$ cat src/rtl/alarm_pkg.sv
// Shared encodings for the vehicle-alarm sequencer: FSM states, timer interval codes,
// and the bit layout of the synchronized switch bus.
package alarm_pkg;

  typedef enum logic [2:0] {
    StDisarmed  = 3'd0,
    StWaitClose = 3'd1,
    StArmDelay  = 3'd2,
    StArmed     = 3'd3,
    StTriggered = 3'd4,
    StAlarm     = 3'd5
  } state_e;

  localparam logic [1:0] INT_ARM_DELAY       = 2'b00;
  localparam logic [1:0] INT_DRIVER_DELAY    = 2'b01;
  localparam logic [1:0] INT_PASSENGER_DELAY = 2'b10;
  localparam logic [1:0] INT_ALARM_ON        = 2'b11;

  localparam int unsigned SyncWidth = 3;
  localparam int unsigned SyncIgn   = 0;
  localparam int unsigned SyncDrv   = 1;
  localparam int unsigned SyncPass  = 2;

  function automatic logic is_armed(state_e s);
    return s inside {StArmed, StTriggered, StAlarm};
  endfunction

endpackage

$ cat src/rtl/alarm_sync.sv
// Two-flop synchronizer for the switch inputs; synchronous active-high reset clears both stages.
module alarm_sync #(
  parameter int unsigned Width = 3
) (
  input  logic             clock,
  input  logic             reset,
  input  logic [Width-1:0] d,
  output logic [Width-1:0] q
);

  logic [Width-1:0] meta_q;

  always_ff @(posedge clock) begin
    if (reset) begin
      meta_q <= '0;
      q      <= '0;
    end else begin
      meta_q <= d;
      q      <= meta_q;
    end
  end

endmodule

$ cat src/rtl/alarm_controller.sv
// Vehicle-alarm sequencer: arms on door close, triggers on door open, drives timer and siren.
// Define ALARM_PASSENGER_DELAY_EN to give the passenger door its own trigger interval.
module alarm_controller
  import alarm_pkg::*;
#(
  parameter bit ARM_RESTART = 1'b1
) (
  input  logic       clock,
  input  logic       reset,
  input  logic       ignition,
  input  logic       door_driver,
  input  logic       door_pass,
  input  logic       expired,
  output logic [1:0] interval,
  output logic       start_timer,
  output logic       siren,
  output logic       status,
  output logic [2:0] state_dbg
);

`ifdef ALARM_PASSENGER_DELAY_EN
  localparam logic [1:0] PassInterval = INT_PASSENGER_DELAY;
`else
  localparam logic [1:0] PassInterval = INT_DRIVER_DELAY;
`endif

  logic [SyncWidth-1:0] sw_raw, sw;
  logic                 ign, drv, pass, any_door;
  logic                 load_q, exp_ok;
  state_e               state_q, state_d;
  logic [1:0]           interval_d;
  logic                 start_d;

  assign sw_raw = {door_pass, door_driver, ignition};

  alarm_sync #(
    .Width(SyncWidth)
  ) u_sync (
    .clock(clock),
    .reset(reset),
    .d    (sw_raw),
    .q    (sw)
  );

  assign ign      = sw[SyncIgn];
  assign drv      = sw[SyncDrv];
  assign pass     = sw[SyncPass];
  assign any_door = drv | pass;

  // The timer needs the pulse cycle plus one more to load, so its flag is stale until then.
  assign exp_ok = expired & ~start_timer & ~load_q;

  always_comb begin
    state_d    = state_q;
    interval_d = interval;
    start_d    = 1'b0;
    if (ign) begin
      state_d    = StDisarmed;
      interval_d = INT_ARM_DELAY;
    end else begin
      case (state_q)
        StDisarmed: begin
          if (drv) state_d = StWaitClose;
        end
        StWaitClose: begin
          if (!any_door) begin
            state_d    = StArmDelay;
            interval_d = INT_ARM_DELAY;
            start_d    = 1'b1;
          end
        end
        StArmDelay: begin
          if (any_door) begin
            if (ARM_RESTART) start_d = 1'b1;
            else             state_d = StWaitClose;
          end else if (exp_ok) begin
            state_d = StArmed;
          end
        end
        StArmed: begin
          if (drv) begin
            state_d    = StTriggered;
            interval_d = INT_DRIVER_DELAY;
            start_d    = 1'b1;
          end else if (pass) begin
            state_d    = StTriggered;
            interval_d = PassInterval;
            start_d    = 1'b1;
          end
        end
        StTriggered: begin
          if (exp_ok) begin
            state_d    = StAlarm;
            interval_d = INT_ALARM_ON;
            start_d    = 1'b1;
          end
        end
        StAlarm: begin
          if (any_door)    start_d = 1'b1;
          else if (exp_ok) state_d = StArmed;
        end
        default: state_d = StDisarmed;
      endcase
    end
  end

  always_ff @(posedge clock) begin
    if (reset) begin
      state_q     <= StDisarmed;
      interval    <= INT_ARM_DELAY;
      start_timer <= 1'b0;
      siren       <= 1'b0;
      status      <= 1'b0;
      load_q      <= 1'b0;
    end else begin
      state_q     <= state_d;
      interval    <= interval_d;
      start_timer <= start_d;
      siren       <= (state_d == StAlarm);
      status      <= is_armed(state_d);
      load_q      <= start_timer;
    end
  end

  assign state_dbg = state_q;

endmodule

$ cat config.mk
export PLATFORM = sky130hd
export DESIGN_NAME = alarm_controller
export DESIGN_NICKNAME = d
export VERILOG_FILES = /design/src/rtl/alarm_pkg.sv /design/src/rtl/alarm_sync.sv /design/src/rtl/alarm_controller.sv
export SDC_FILE = /design/constraint.sdc
export NUM_CORES = 1
export LEC_CHECK = 0
export ABC_AREA = 1
export CORE_MARGIN = 2
export CORE_UTILIZATION = 50
export DETAILED_ROUTE_END_ITERATION = 10
export HOLD_SLACK_MARGIN = 0.1
export PLACE_DENSITY = 0.79
export RECOVER_POWER = 50
export SLEW_MARGIN = 0
export SYNTH_ARGS = -nofsm -noshare
export SYNTH_HDL_FRONTEND = slang
export SYNTH_SLANG_ARGS = --single-unit
export TNS_END_PERCENT = 1
$ cat constraint.sdc
create_clock -name clock -period 1.7 [get_ports clock]
set_input_delay 0.51 -clock clock [delete_from_list [all_inputs] [get_ports clock]]
set_output_delay 0.51 -clock clock [all_outputs]
set_load 0.005 [all_outputs]
==> report_table.html, run 1 <==
<table>
<tr><th>Metric</th><th>Value</th></tr>
<tr><th colspan="2">Synthesis</th></tr>
<tr><td>Share of synthesized area occupied by flip-flops and latches</td><td>0.455</td></tr>
<tr><td>Simple-Gate Fraction of Synth Area</td><td>0.357</td></tr>
<tr><td>Arithmetic-cell share of the synthesized area counting full adders, half adders and majority gates</td><td>0</td></tr>
<tr><td>Synthesized cell area</td><td>between 600 and 700 um^2</td></tr>
<tr><td>Post-Syn Area per Cell</td><td>roughly 6.9 um^2</td></tr>
<tr><td>Fraction of synthesized area in multiplexers</td><td>0</td></tr>
<tr><td>FF+latch count, synth</td><td>15</td></tr>
<tr><td>Xor and xnor area share after synthesis</td><td>0</td></tr>
<tr><td>Unique masters post-synth</td><td>18</td></tr>
<tr><td>Combinational family with the most area after synthesis</td><td>simple AND/OR/NAND/NOR gates</td></tr>
<tr><td>Number of warnings issued by yosys</td><td>0</td></tr>
<tr><td>Most area-hungry cell type in the Yosys netlist</td><td>sky130_fd_sc_hd__dfxtp_1</td></tr>
<tr><td>Post-Syn Nets</td><td>just over 100</td></tr>
<tr><td>Mapped Cells</td><td>95</td></tr>
<tr><td>Synth area leaders</td><td>sky130_fd_sc_hd__dfxtp_1, sky130_fd_sc_hd__nand2_1, sky130_fd_sc_hd__nor2_1</td></tr>
<tr><td>Synthesized-area fraction occupied by ao, oa, aoi and oai cells</td><td>0.0740</td></tr>
<tr><td>Top cell type's share of synthesized area</td><td>0.455</td></tr>
<tr><th colspan="2">Clock tree</th></tr>
<tr><td>Clock tree from TritonCTS</td><td>done</td></tr>
<tr><td>Count of hold buffers inserted by post-cts repair</td><td>0</td></tr>
<tr><td># H-tree levels</td><td>1</td></tr>
<tr><td>Num CTS Buffers</td><td>3</td></tr>
<tr><td>TritonCTS Sinks</td><td>15</td></tr>
<tr><td>Root Buffer</td><td>sky130_fd_sc_hd__clkbuf_4</td></tr>
<tr><td>Clock-pin slew reported for the worst setup and hold paths after clock tree synthesis</td><td>roughly 80 ps</td></tr>
<tr><td>Clock latency reported for the late side of the worst-skew pair</td><td>approximately 280 ps</td></tr>
<tr><td>Buffers from clock root to sink, at most</td><td>2</td></tr>
<tr><th colspan="2">Placed design</th></tr>
<tr><td>Count of buffers from port buffering</td><td>13</td></tr>
<tr><td>Gpl congestion</td><td>0.784</td></tr>
<tr><td>Total half-perimeter wirelength after legalization and detailed placement</td><td>978 um</td></tr>
<tr><th colspan="2">Power</th></tr>
<tr><td>Power per cell area</td><td>750 mW/mm^2</td></tr>
<tr><td>Static power due to leakage</td><td>around 0.0004 uW</td></tr>
<tr><td>Worst vdd rail ir drop</td><td>about 0.41 mV</td></tr>
<tr><td>Post-layout total power</td><td>639 uW</td></tr>
<tr><th colspan="2">Routing</th></tr>
<tr><td>Avg WL per Cell</td><td>approximately 9.8 um</td></tr>
<tr><td>First-pass iteration count of the detailed router</td><td>4</td></tr>
<tr><td>Number of vias per cell after detailed routing</td><td>approximately 4.7</td></tr>
<tr><td>Number of violations reported at the end of detailed-routing iteration 0</td><td>18</td></tr>
<tr><td>DRC errors left</td><td>0</td></tr>
<tr><td>Vias</td><td>618</td></tr>
<tr><td>Antenna violation net count after detailed routing</td><td>0</td></tr>
<tr><td>Overall routed net length</td><td>between 1000 and 1500 um</td></tr>
<tr><th colspan="2">Critical path</th></tr>
<tr><td>Critical R2R Capture</td><td>interval[1]</td></tr>
<tr><td>Cells traversed along the worst timing path</td><td>clkdlybuf4s50_1</td></tr>
<tr><td>Category of the critical setup timing path</td><td>flop to output pin</td></tr>
<tr><td>Top fanout value on the critical path</td><td>2</td></tr>
<tr><td>Slowest cell on crit path</td><td>sky130_fd_sc_hd__clkdlybuf4s50_1</td></tr>
<tr><td>Depth of the worst register-to-register path</td><td>7</td></tr>
<tr><td>Crit-path max cell delay</td><td>roughly 500 ps</td></tr>
<tr><td>FF-to-FF setup slack</td><td>approximately 340 ps</td></tr>
<tr><td>Number of cells on the critical path</td><td>1</td></tr>
<tr><td>Capturing instance or port of the critical path</td><td>state_dbg[0]</td></tr>
<tr><td>Critical R2R Launch</td><td>state_dbg[1]</td></tr>
<tr><td>Critical path origin</td><td>state_dbg[0]</td></tr>
<tr><td>Worst path required time</td><td>about 1200 ps</td></tr>
<tr><td>Kind of capture point of the worst setup path</td><td>output pin</td></tr>
<tr><td>Critical path launch point type</td><td>flop</td></tr>
<tr><td>Cell type group with the largest total delay on the critical path</td><td>buffers and inverters</td></tr>
<tr><td>Arrival time of data at the critical path endpoint</td><td>around 1100 ps</td></tr>
<tr><td>WP buf/inv</td><td>1</td></tr>
<tr><th colspan="2">Global route</th></tr>
<tr><td>Global routing usage summed across all routing layers</td><td>0.186</td></tr>
<tr><td>First-pass GRT wire length</td><td>between 1500 and 2000 um</td></tr>
<tr><td>Maximum number of pins on one net before global-route repair</td><td>9</td></tr>
<tr><td>Congestion Overflow GR</td><td>0</td></tr>
<tr><td>Vias in the first global route</td><td>470</td></tr>
<tr><td>Number of antenna violations at the first check in global routing</td><td>0</td></tr>
<tr><th colspan="2">Finish</th></tr>
<tr><td>Total number of nets in the final design</td><td>roughly 120</td></tr>
<tr><td>Layout filler cell count</td><td>123</td></tr>
<tr><td>Area delta synth-&gt;final</td><td>29.2%</td></tr>
<tr><td>Final Util</td><td>0.672</td></tr>
<tr><td>Number of inserted diodes</td><td>0</td></tr>
<tr><td>Area taken by multi-input logic gates</td><td>between 200 and 300 um^2</td></tr>
<tr><td>Area occupied by registers</td><td>304 um^2</td></tr>
<tr><td>Fraction of layout cells with a size suffix above 1</td><td>0.138</td></tr>
<tr><th colspan="2">STA</th></tr>
<tr><td>Max Slew Vio Count</td><td>0</td></tr>
<tr><td>Transition time of the tightest slew-check pin</td><td>~330 ps</td></tr>
<tr><td>Final clock period utilization by the worst path</td><td>0.955</td></tr>
<tr><td>Count of final hold-check violations</td><td>0</td></tr>
<tr><td>Endpoints failing setup</td><td>0</td></tr>
<tr><td>Highest attainable clock frequency</td><td>616 MHz</td></tr>
<tr><td>Normalized max-slew margin</td><td>0.780</td></tr>
<tr><td>Tmin final</td><td>1620 ps</td></tr>
<tr><td>Clock tree skew after final layout</td><td>around 0.68 ps</td></tr>
<tr><th colspan="2">Run</th></tr>
<tr><td>Total of max-cap violations</td><td>0</td></tr>
<tr><th colspan="2">Floorplanning</th></tr>
<tr><td>Placeable core region</td><td>between 0.001 and 0.0015 mm^2</td></tr>
<tr><td>I/O pin count</td><td>14</td></tr>
<tr><td>Floorplan die height</td><td>40.3 um</td></tr>
<tr><td>Site row count</td><td>13</td></tr>
<tr><td>Die width</td><td>about 40 um</td></tr>
<tr><td>Initial Util</td><td>0.520</td></tr>
<tr><td>Die footprint</td><td>0.00163 mm^2</td></tr>
<tr><th colspan="2">Hold path</th></tr>
<tr><td>Hold path start</td><td>u_sync.meta_q[1]</td></tr>
<tr><td>Type of the tightest min-delay check</td><td>flop to flop</td></tr>
<tr><th colspan="2">Status</th></tr>
<tr><td>Outcome</td><td>complete, no violations</td></tr>
</table>
[sequential cells by signal, indices dropped and copies added (netlist names)]
signal and cells:
status 1, load_q 1, siren 1, u_sync.q 3, state_dbg 3, interval 2
start_timer 1, u_sync.meta_q 3
[routing by layer]
| metal | part of all wire | GRT usage |
|---|---|---|
| met3 | 0.051 | 0.0778 |
| met4 | 0.017 | 0.150 |
| met1 | 0.47 | 0.214 |
| met5 | 0 | 0 |
| met2 | 0.46 | 0.266 |
[per-stage QoR]
| stage | instances | cell area, um^2 | setup WS, ps | setup TNS, ps | hold WS [ps] |
|---|---|---|---|---|---|
| finish | 131 | 852 | 76.8 | 0 | 406 |
| global route | 131 | 852 | -23.6 | -23.6 | 423 |
| CTS | 130 | 865 | 4.93 | 0 | 410 |
| detailed placement | 126 | 835 | -20.8 | -38.0 | 398 |
| global placement | 126 | 835 | 27.6 | 0 | 390 |
| floorplan | 95 | 659 | 567 | 0 | 388 |
[logic make-up after synthesis]
logic type / after synthesis
AO/OA/AOI/OAI: 7
buffers and inverters: 20
AND/OR/NAND/NOR: 53
flip-flops: 15
[how the worst min path moves through the flow]
stage | slack (ps) | cells past startpoint | endpoint
floorplan | 390 | 2 | u_sync.q[0]
detailed placement | 400 | 2 | u_sync.q[1]
global route | 420 | 2 | u_sync.q[1]
global placement | 390 | 2 | u_sync.q[2]
CTS | 410 | 2 | u_sync.q[1]
finish | 410 | 2 | u_sync.q[1]
[placed cells by master, fill, tap and decap left out, types with 3 or more instances in the layout]
| cell | netlist | routed |
|---|---|---|
| sky130_fd_sc_hd__a21oi_1 | 3 | 3 |
| sky130_fd_sc_hd__inv_1 | 17 | 17 |
| sky130_fd_sc_hd__clkbuf_4 | 0 | 3 |
| sky130_fd_sc_hd__nand3_1 | 3 | 3 |
| sky130_fd_sc_hd__dfxtp_1 | 15 | 14 |
| sky130_fd_sc_hd__buf_4 | 0 | 3 |
| sky130_fd_sc_hd__clkbuf_1 | 1 | 3 |
| sky130_fd_sc_hd__nand2_1 | 20 | 20 |
| sky130_fd_sc_hd__nor2_1 | 20 | 21 |
| sky130_fd_sc_hd__nor2_2 | 4 | 4 |
| sky130_fd_sc_hd__clkdlybuf4s50_1 | 0 | 11 |
[repair_timing]
item / CTS / global route
endpoints found under the hold margin: 0 / 0
resized for setup: 2 / 0
buffers inserted: 0 / 1
setup endpoints to repair: 1 / 1
[where the power goes]
| group | switching [uW] | internal (uW) | leakage, uW |
|---|---|---|---|
| sequential | 4.71 | 360 | 0.000123 |
| combinational | 40.0 | 34.5 | 0.000256 |
| clock | 109 | 91.2 | 0.0000150 |
| total | 154 | 486 | 0.000394 |
[synthesized netlist by cell type]
cell type	count
sky130_fd_sc_hd__inv_2	2
sky130_fd_sc_hd__a211oi_1	1
sky130_fd_sc_hd__nor3_1	2
sky130_fd_sc_hd__nand2_2	1
sky130_fd_sc_hd__nor2_4	1
sky130_fd_sc_hd__inv_1	17
sky130_fd_sc_hd__a21oi_2	1
sky130_fd_sc_hd__dfxtp_1	15
sky130_fd_sc_hd__a21oi_1	3
sky130_fd_sc_hd__nand3b_1	1
sky130_fd_sc_hd__clkbuf_1	1
sky130_fd_sc_hd__nor2_2	4
sky130_fd_sc_hd__nand3_1	3
sky130_fd_sc_hd__nand3_2	1
sky130_fd_sc_hd__o211ai_2	1
sky130_fd_sc_hd__o21ai_0	1
sky130_fd_sc_hd__nor2_1	20
sky130_fd_sc_hd__nand2_1	20
[area by class of cell]
| class | instances | area share |
|---|---|---|
| Sequential cell | 15 | 0.357 |
| Multi-Input combinational cell | 60 | 0.319 |
| Timing Repair Buffer | 18 | 0.188 |
| Inverter | 19 | 0.0837 |
| Clock buffer | 4 | 0.0308 |
| Tap cell | 15 | 0.0220 |
[tightest hold or removal path: stages (launching register included)]
cell                      delay [ps]
sky130_fd_sc_hd__dfxtp_1         300
sky130_fd_sc_hd__inv_1            40
sky130_fd_sc_hd__nor2_1           30
Power figures use the tool's default switching activity.
==> run 2, diff against run 1 <==
--- a/config.mk
+++ b/config.mk
@@ -6,11 +6,13 @@
 export NUM_CORES = 1
 export LEC_CHECK = 0
 export ABC_AREA = 1
+export CELL_PAD_IN_SITES_DETAIL_PLACEMENT = 1
+export CELL_PAD_IN_SITES_GLOBAL_PLACEMENT = 1
 export CORE_MARGIN = 2
-export CORE_UTILIZATION = 50
+export CORE_UTILIZATION = 36
 export DETAILED_ROUTE_END_ITERATION = 10
 export HOLD_SLACK_MARGIN = 0.1
-export PLACE_DENSITY = 0.79
+export PLACE_DENSITY_LB_ADDON = 0.1
 export RECOVER_POWER = 50
 export SLEW_MARGIN = 0
 export SYNTH_ARGS = -nofsm -noshare
==> report_table.html, run 2 (synthesized netlist as in run 1, its figures left out) <==
<table>
<tr><th>Metric</th><th>Value</th></tr>
<tr><th colspan="2">Routing</th></tr>
<tr><td>Avg WL per Cell</td><td>10.4 um</td></tr>
<tr><td>Number of violations reported at the end of detailed-routing iteration 0</td><td>1</td></tr>
<tr><td>Number of vias per cell after detailed routing</td><td>4.35</td></tr>
<tr><td>DRC errors left</td><td>0</td></tr>
<tr><td>Antenna violation net count after detailed routing</td><td>0</td></tr>
<tr><td>Overall routed net length</td><td>~1500 um</td></tr>
<tr><td>Vias</td><td>just over 600</td></tr>
<tr><td>First-pass iteration count of the detailed router</td><td>3</td></tr>
<tr><th colspan="2">Clock tree</th></tr>
<tr><td>Clock latency reported for the late side of the worst-skew pair</td><td>approximately 280 ps</td></tr>
<tr><td># H-tree levels</td><td>1</td></tr>
<tr><td>Buffers from clock root to sink, at most</td><td>2</td></tr>
<tr><td>TritonCTS Sinks</td><td>15</td></tr>
<tr><td>Clock tree from TritonCTS</td><td>done</td></tr>
<tr><td>Count of hold buffers inserted by post-cts repair</td><td>0</td></tr>
<tr><td>Num CTS Buffers</td><td>3</td></tr>
<tr><td>Clock-pin slew reported for the worst setup and hold paths after clock tree synthesis</td><td>about 80 ps</td></tr>
<tr><td>Root Buffer</td><td>sky130_fd_sc_hd__clkbuf_4</td></tr>
<tr><th colspan="2">Floorplanning</th></tr>
<tr><td>Site row count</td><td>15</td></tr>
<tr><td>I/O pin count</td><td>14</td></tr>
<tr><td>Die footprint</td><td>~0.0022 mm^2</td></tr>
<tr><td>Placeable core region</td><td>between 0.0015 and 0.002 mm^2</td></tr>
<tr><td>Initial Util</td><td>0.382</td></tr>
<tr><td>Die width</td><td>46.8 um</td></tr>
<tr><td>Floorplan die height</td><td>about 47 um</td></tr>
<tr><th colspan="2">Placed design</th></tr>
<tr><td>Gpl congestion</td><td>between 0.8 and 0.9</td></tr>
<tr><td>Total half-perimeter wirelength after legalization and detailed placement</td><td>1230 um</td></tr>
<tr><td>Count of buffers from port buffering</td><td>13</td></tr>
<tr><td>Placed instance area</td><td>~850 um^2</td></tr>
<tr><th colspan="2">STA</th></tr>
<tr><td>Final clock period utilization by the worst path</td><td>0.975</td></tr>
<tr><td>Clock tree skew after final layout</td><td>~0.71 ps</td></tr>
<tr><td>Count of final hold-check violations</td><td>0</td></tr>
<tr><td>Highest attainable clock frequency</td><td>between 600 and 700 MHz</td></tr>
<tr><td>Post-Route Setup TNS</td><td>0 ps</td></tr>
<tr><td>Transition time of the tightest slew-check pin</td><td>between 400 and 500 ps</td></tr>
<tr><td>RSZ-0062 raised after global routing</td><td>no</td></tr>
<tr><td>Endpoints failing setup</td><td>0</td></tr>
<tr><td>Normalized max-slew margin</td><td>0.715</td></tr>
<tr><td>Tmin final</td><td>around 1700 ps</td></tr>
<tr><td>Max Slew Vio Count</td><td>0</td></tr>
<tr><th colspan="2">Power</th></tr>
<tr><td>Worst vdd rail ir drop</td><td>0.405 mV</td></tr>
<tr><td>Static power due to leakage</td><td>approximately 0.00039 uW</td></tr>
<tr><td>Power per cell area</td><td>739 mW/mm^2</td></tr>
<tr><th colspan="2">Critical path</th></tr>
<tr><td>Worst path required time</td><td>1190 ps</td></tr>
<tr><td>Arrival time of data at the critical path endpoint</td><td>~1200 ps</td></tr>
<tr><td>Category of the critical setup timing path</td><td>flop to output pin</td></tr>
<tr><td>Cell type group with the largest total delay on the critical path</td><td>buffers and inverters</td></tr>
<tr><td>WP buf/inv</td><td>1</td></tr>
<tr><td>Cells traversed along the worst timing path</td><td>clkdlybuf4s50_1</td></tr>
<tr><td>Top fanout value on the critical path</td><td>3</td></tr>
<tr><td>Crit-path max cell delay</td><td>~500 ps</td></tr>
<tr><td>Critical path launch point type</td><td>flop</td></tr>
<tr><td>Slowest cell on crit path</td><td>sky130_fd_sc_hd__clkdlybuf4s50_1</td></tr>
<tr><td>Kind of capture point of the worst setup path</td><td>output pin</td></tr>
<tr><th colspan="2">Global route</th></tr>
<tr><td>Maximum number of pins on one net before global-route repair</td><td>10</td></tr>
<tr><td>Number of antenna violations at the first check in global routing</td><td>0</td></tr>
<tr><td>Global routing usage summed across all routing layers</td><td>0.163</td></tr>
<tr><td>Met1 layer usage reported by global route</td><td>0.207</td></tr>
<tr><td>Congestion Overflow GR</td><td>0</td></tr>
<tr><td>Vias in the first global route</td><td>578</td></tr>
<tr><td>GR met3 Demand/Resource</td><td>0.0462</td></tr>
<tr><td>GR peak layer</td><td>met2</td></tr>
<tr><td>First-pass GRT wire length</td><td>2450 um</td></tr>
<tr><td>M2 GR Usage</td><td>0.260</td></tr>
<tr><th colspan="2">Finish</th></tr>
<tr><td>Top library cells by usage in the layout, fill and taps aside</td><td>sky130_fd_sc_hd__nor2_1, sky130_fd_sc_hd__nand2_1, sky130_fd_sc_hd__inv_1, sky130_fd_sc_hd__dfxtp_1, sky130_fd_sc_hd__clkdlybuf4s50_1</td></tr>
<tr><td>Layout filler cell count</td><td>about 240</td></tr>
<tr><td>Final std cell area, no fill</td><td>between 800 and 900 um^2</td></tr>
<tr><td>Area delta synth-&gt;final</td><td>32.1%</td></tr>
<tr><td>Number of inserted diodes</td><td>0</td></tr>
<tr><td>Fraction of layout cells with a size suffix above 1</td><td>0.147</td></tr>
<tr><td>Total number of nets in the final design</td><td>123</td></tr>
<tr><th colspan="2">Run</th></tr>
<tr><td>Total of max-cap violations</td><td>0</td></tr>
<tr><th colspan="2">Hold path</th></tr>
<tr><td>Type of the tightest min-delay check</td><td>flop to flop</td></tr>
<tr><th colspan="2">Status</th></tr>
<tr><td>Outcome</td><td>complete, no violations</td></tr>
</table>
==> run 2: changes by cell type in the layout (fill, tap and decap cells not counted) <==
cell                       delta
sky130_fd_sc_hd__buf_4        +1
sky130_fd_sc_hd__clkbuf_1     -1
sky130_fd_sc_hd__nand3_1      +1
sky130_fd_sc_hd__nand3_2      -1
sky130_fd_sc_hd__nor2_1       -1
sky130_fd_sc_hd__nor2_4       +1
==> run 2: routing by layer <==
layer / vias to the layer above / share of wire
li1: 324 / -
met1: 274 / 0.47
met2: 11 / 0.48
met3: 4 / 0.039
met4: 0 / 0.013
met5: - / 0
==> run 2: worst paths after layout <==
| path | slack (ps) | endpoint | cells past startpoint | start |
|---|---|---|---|---|
| setup reg to reg | 410 | status | 6 | state_dbg[2] |
| hold reg to reg | 410 | u_sync.q[0] | 2 | u_sync.meta_q[0] |
| setup / recovery | 40 | state_dbg[0] | 1 | state_dbg[0] |
| hold / removal | 410 | u_sync.q[0] | 2 | u_sync.meta_q[0] |
==> run 2: what timing repair did <==
item,CTS,global route
resized for setup,2,0
setup endpoints to repair,1,1
setup buffers,0,1
pin swaps,0,0
==> run 2: final cells by class <==
type	instances	area [um^2]	area share
sequential	15	304	0.349
timing repair buffer	18	164	0.188
clock buffer	4	26.3	0.0302
inverter	19	71.3	0.0819
multi-input combinational	60	274	0.315
tap	25	31.3	0.0359
==> run 2: power by group <==
group	switching, uW	total [uW]	internal (uW)
clock	111	202	91.2
sequential	5.44	366	361
combinational	40.9	74.5	33.7
total	158	643	486
==> run 2: worst register-to-register path, stage by stage, from the launching register on <==
cell and delay [ps]:
sky130_fd_sc_hd__dfxtp_1 310, sky130_fd_sc_hd__buf_4 150, sky130_fd_sc_hd__nor2_2 140, sky130_fd_sc_hd__nand2_1 90, sky130_fd_sc_hd__o211ai_1 270, sky130_fd_sc_hd__nand2_1 110
sky130_fd_sc_hd__a21oi_2 150
==> run 2: through the flow <==
step | power (uW) | util | setup WS [ps] | std cells | hold slack (ps)
floorplan | 418 | - | 567 | 95 | 388
global route | 680 | 0.504 | 2.51 | 141 | 434
CTS | 659 | 0.508 | 6.04 | 140 | 415
finish | 643 | 0.504 | 42.3 | 141 | 408
detailed placement | 453 | 0.491 | -70.3 | 136 | 397
global placement | 449 | 0.491 | 15.8 | 136 | 389
==> run 3, diff against run 2 <==
--- a/config.mk
+++ b/config.mk
@@ -9,8 +9,9 @@
 export CELL_PAD_IN_SITES_DETAIL_PLACEMENT = 1
 export CELL_PAD_IN_SITES_GLOBAL_PLACEMENT = 1
 export CORE_MARGIN = 2
-export CORE_UTILIZATION = 36
+export CORE_UTILIZATION = 43
 export DETAILED_ROUTE_END_ITERATION = 10
+export DONT_BUFFER_PORTS = 1
 export HOLD_SLACK_MARGIN = 0.1
 export PLACE_DENSITY_LB_ADDON = 0.1
 export RECOVER_POWER = 50
==> report_table.html, run 3 (synthesized netlist as in run 1, its figures left out) <==
<table>
<tr><th>Metric</th><th>Value</th></tr>
<tr><th colspan="2">Status</th></tr>
<tr><td>Outcome</td><td>complete, no violations</td></tr>
<tr><th colspan="2">Critical path</th></tr>
<tr><td>Critical path origin</td><td>state_dbg[1]</td></tr>
<tr><td>Critical path launch point type</td><td>flop</td></tr>
<tr><td>Category of the critical setup timing path</td><td>flop to flop</td></tr>
<tr><td>Arrival time of data at the critical path endpoint</td><td>approximately 1500 ps</td></tr>
<tr><td>Worst path required time</td><td>1880 ps</td></tr>
<tr><td>FF-to-FF setup slack</td><td>~350 ps</td></tr>
<tr><td>Top fanout value on the critical path</td><td>7</td></tr>
<tr><td>Critical R2R Launch</td><td>state_dbg[1]</td></tr>
<tr><td>Kind of capture point of the worst setup path</td><td>flop</td></tr>
<tr><th colspan="2">Power</th></tr>
<tr><td>Worst vdd rail ir drop</td><td>~0.44 mV</td></tr>
<tr><td>Power per cell area</td><td>just under 900 mW/mm^2</td></tr>
<tr><td>Post-layout total power</td><td>616 uW</td></tr>
<tr><td>Static power due to leakage</td><td>around 0.00033 uW</td></tr>
<tr><th colspan="2">Global route</th></tr>
<tr><td>Vias in the first global route</td><td>slightly below 600</td></tr>
<tr><td>Congestion Overflow GR</td><td>0</td></tr>
<tr><td>Maximum number of pins on one net before global-route repair</td><td>13</td></tr>
<tr><td>First-pass GRT wire length</td><td>2480 um</td></tr>
<tr><td>Global routing usage summed across all routing layers</td><td>0.184</td></tr>
<tr><td>Number of antenna violations at the first check in global routing</td><td>0</td></tr>
<tr><th colspan="2">Routing</th></tr>
<tr><td>Number of vias per cell after detailed routing</td><td>about 4.8</td></tr>
<tr><td>Number of violations reported at the end of detailed-routing iteration 0</td><td>8</td></tr>
<tr><td>Antenna violation net count after detailed routing</td><td>0</td></tr>
<tr><td>Vias</td><td>543</td></tr>
<tr><td>First-pass iteration count of the detailed router</td><td>4</td></tr>
<tr><td>Avg WL per Cell</td><td>between 10 and 15 um</td></tr>
<tr><td>DRC errors left</td><td>0</td></tr>
<tr><td>Overall routed net length</td><td>~1400 um</td></tr>
<tr><th colspan="2">Clock tree</th></tr>
<tr><td># H-tree levels</td><td>1</td></tr>
<tr><td>Count of hold buffers inserted by post-cts repair</td><td>0</td></tr>
<tr><td>Buffers from clock root to sink, at most</td><td>2</td></tr>
<tr><td>Post-CTS Repair Setup Buffers</td><td>0</td></tr>
<tr><td>Num CTS Buffers</td><td>3</td></tr>
<tr><td>Clock latency reported for the late side of the worst-skew pair</td><td>~280 ps</td></tr>
<tr><td>Root Buffer</td><td>sky130_fd_sc_hd__clkbuf_4</td></tr>
<tr><td>Clock-pin slew reported for the worst setup and hold paths after clock tree synthesis</td><td>90 ps</td></tr>
<tr><td>Clock tree from TritonCTS</td><td>done</td></tr>
<tr><td>TritonCTS Sinks</td><td>15</td></tr>
<tr><td>Cts repair resizes</td><td>0</td></tr>
<tr><th colspan="2">Hold path</th></tr>
<tr><td>Hold path start</td><td>reset</td></tr>
<tr><td>Type of the tightest min-delay check</td><td>primary input to flop</td></tr>
<tr><th colspan="2">STA</th></tr>
<tr><td>Transition time of the tightest slew-check pin</td><td>approximately 300 ps</td></tr>
<tr><td>Final clock period utilization by the worst path</td><td>0.793</td></tr>
<tr><td>Endpoints failing setup</td><td>0</td></tr>
<tr><td>Count of final hold-check violations</td><td>0</td></tr>
<tr><td>Post-Route Setup TNS</td><td>0 ps</td></tr>
<tr><td>Fin worst setup slack</td><td>~350 ps</td></tr>
<tr><td>Normalized max-slew margin</td><td>0.798</td></tr>
<tr><td>Clock tree skew after final layout</td><td>about 2.8 ps</td></tr>
<tr><td>Max Slew Vio Count</td><td>0</td></tr>
<tr><td>Highest attainable clock frequency</td><td>about 740 MHz</td></tr>
<tr><td>RSZ-0062 raised after global routing</td><td>no</td></tr>
<tr><td>Tmin final</td><td>around 1300 ps</td></tr>
<tr><th colspan="2">Finish</th></tr>
<tr><td>Total number of nets in the final design</td><td>105</td></tr>
<tr><td>Layout filler cell count</td><td>206</td></tr>
<tr><td>Fraction of layout cells with a size suffix above 1</td><td>0.143</td></tr>
<tr><td>Area delta synth-&gt;final</td><td>6.45%</td></tr>
<tr><td>Top library cells by usage in the layout, fill and taps aside</td><td>sky130_fd_sc_hd__nor2_1, sky130_fd_sc_hd__nand2_1, sky130_fd_sc_hd__inv_1, sky130_fd_sc_hd__dfxtp_1, sky130_fd_sc_hd__nor2_2</td></tr>
<tr><td>Number of inserted diodes</td><td>0</td></tr>
<tr><th colspan="2">Floorplanning</th></tr>
<tr><td>Die width</td><td>between 40 and 50 um</td></tr>
<tr><td>Initial Util</td><td>0.448</td></tr>
<tr><td>Die footprint</td><td>0.00186 mm^2</td></tr>
<tr><td>I/O pin count</td><td>14</td></tr>
<tr><td>Placeable core region</td><td>roughly 0.0015 mm^2</td></tr>
<tr><td>Floorplan die height</td><td>~43 um</td></tr>
<tr><td>Site row count</td><td>14</td></tr>
<tr><th colspan="2">Run</th></tr>
<tr><td>Total of max-cap violations</td><td>0</td></tr>
<tr><th colspan="2">Placed design</th></tr>
<tr><td>Count of buffers from port buffering</td><td>0</td></tr>
<tr><td>Minimum setup slack after placement</td><td>377 ps</td></tr>
<tr><td>Total half-perimeter wirelength after legalization and detailed placement</td><td>around 1100 um</td></tr>
<tr><td>Gpl congestion</td><td>0.895</td></tr>
</table>
-- run 3: final cells by class --
type | count | area [um^2] | share of cell area
sequential | 15 | 300 | 0.428
multi-input combinational | 60 | 284 | 0.405
inverter | 19 | 71.3 | 0.102
clock buffer | 4 | 26.3 | 0.0374
tap | 16 | 20.0 | 0.0285
-- run 3: worst max-delay path, cell delays in order (launching register included) --
cell,delay [ps]
sky130_fd_sc_hd__dfxtp_1,500
sky130_fd_sc_hd__inv_1,110
sky130_fd_sc_hd__nand2_1,110
sky130_fd_sc_hd__nand2_1,70
sky130_fd_sc_hd__nand2_1,120
sky130_fd_sc_hd__inv_1,50
sky130_fd_sc_hd__nand2_1,70
sky130_fd_sc_hd__nand3_2,90
sky130_fd_sc_hd__nand2_1,90
sky130_fd_sc_hd__a21oi_2,50
-- run 3: report_power, final --
group	leakage (uW)	internal (uW)	switching, uW	total [uW]
Clock	0.0000150	90.9	107	198
Sequential	0.000122	362	8.39	370
Combinational	0.000196	16.8	31.3	48.1
Total	0.000333	469	147	616
-- run 3: stage by stage --
stage               std cells  utilization  cell area, um^2  hold slack (ps)
floorplan                  95            -              659              388
global placement          110        0.459              676              390
detailed placement        110        0.459              676              404
CTS                       114        0.477              702              265
global route              114        0.477              702              260
finish                    114        0.477              702              280
-- run 3: path summary, 6_finish.rpt --
check,end,cells after the start
worst min-delay path,status,1
worst max-delay path,status,9
worst max register to register,status,9
worst min register to register,u_sync.q[2],2
-- run 3: metal layers --
metal,track usage,vias up,part of all wire
li1,-,288,-
met1,0.223,244,0.48
met2,0.299,9,0.47
met3,0.0340,2,0.033
met4,0.109,0,0.0063
met5,0,-,0
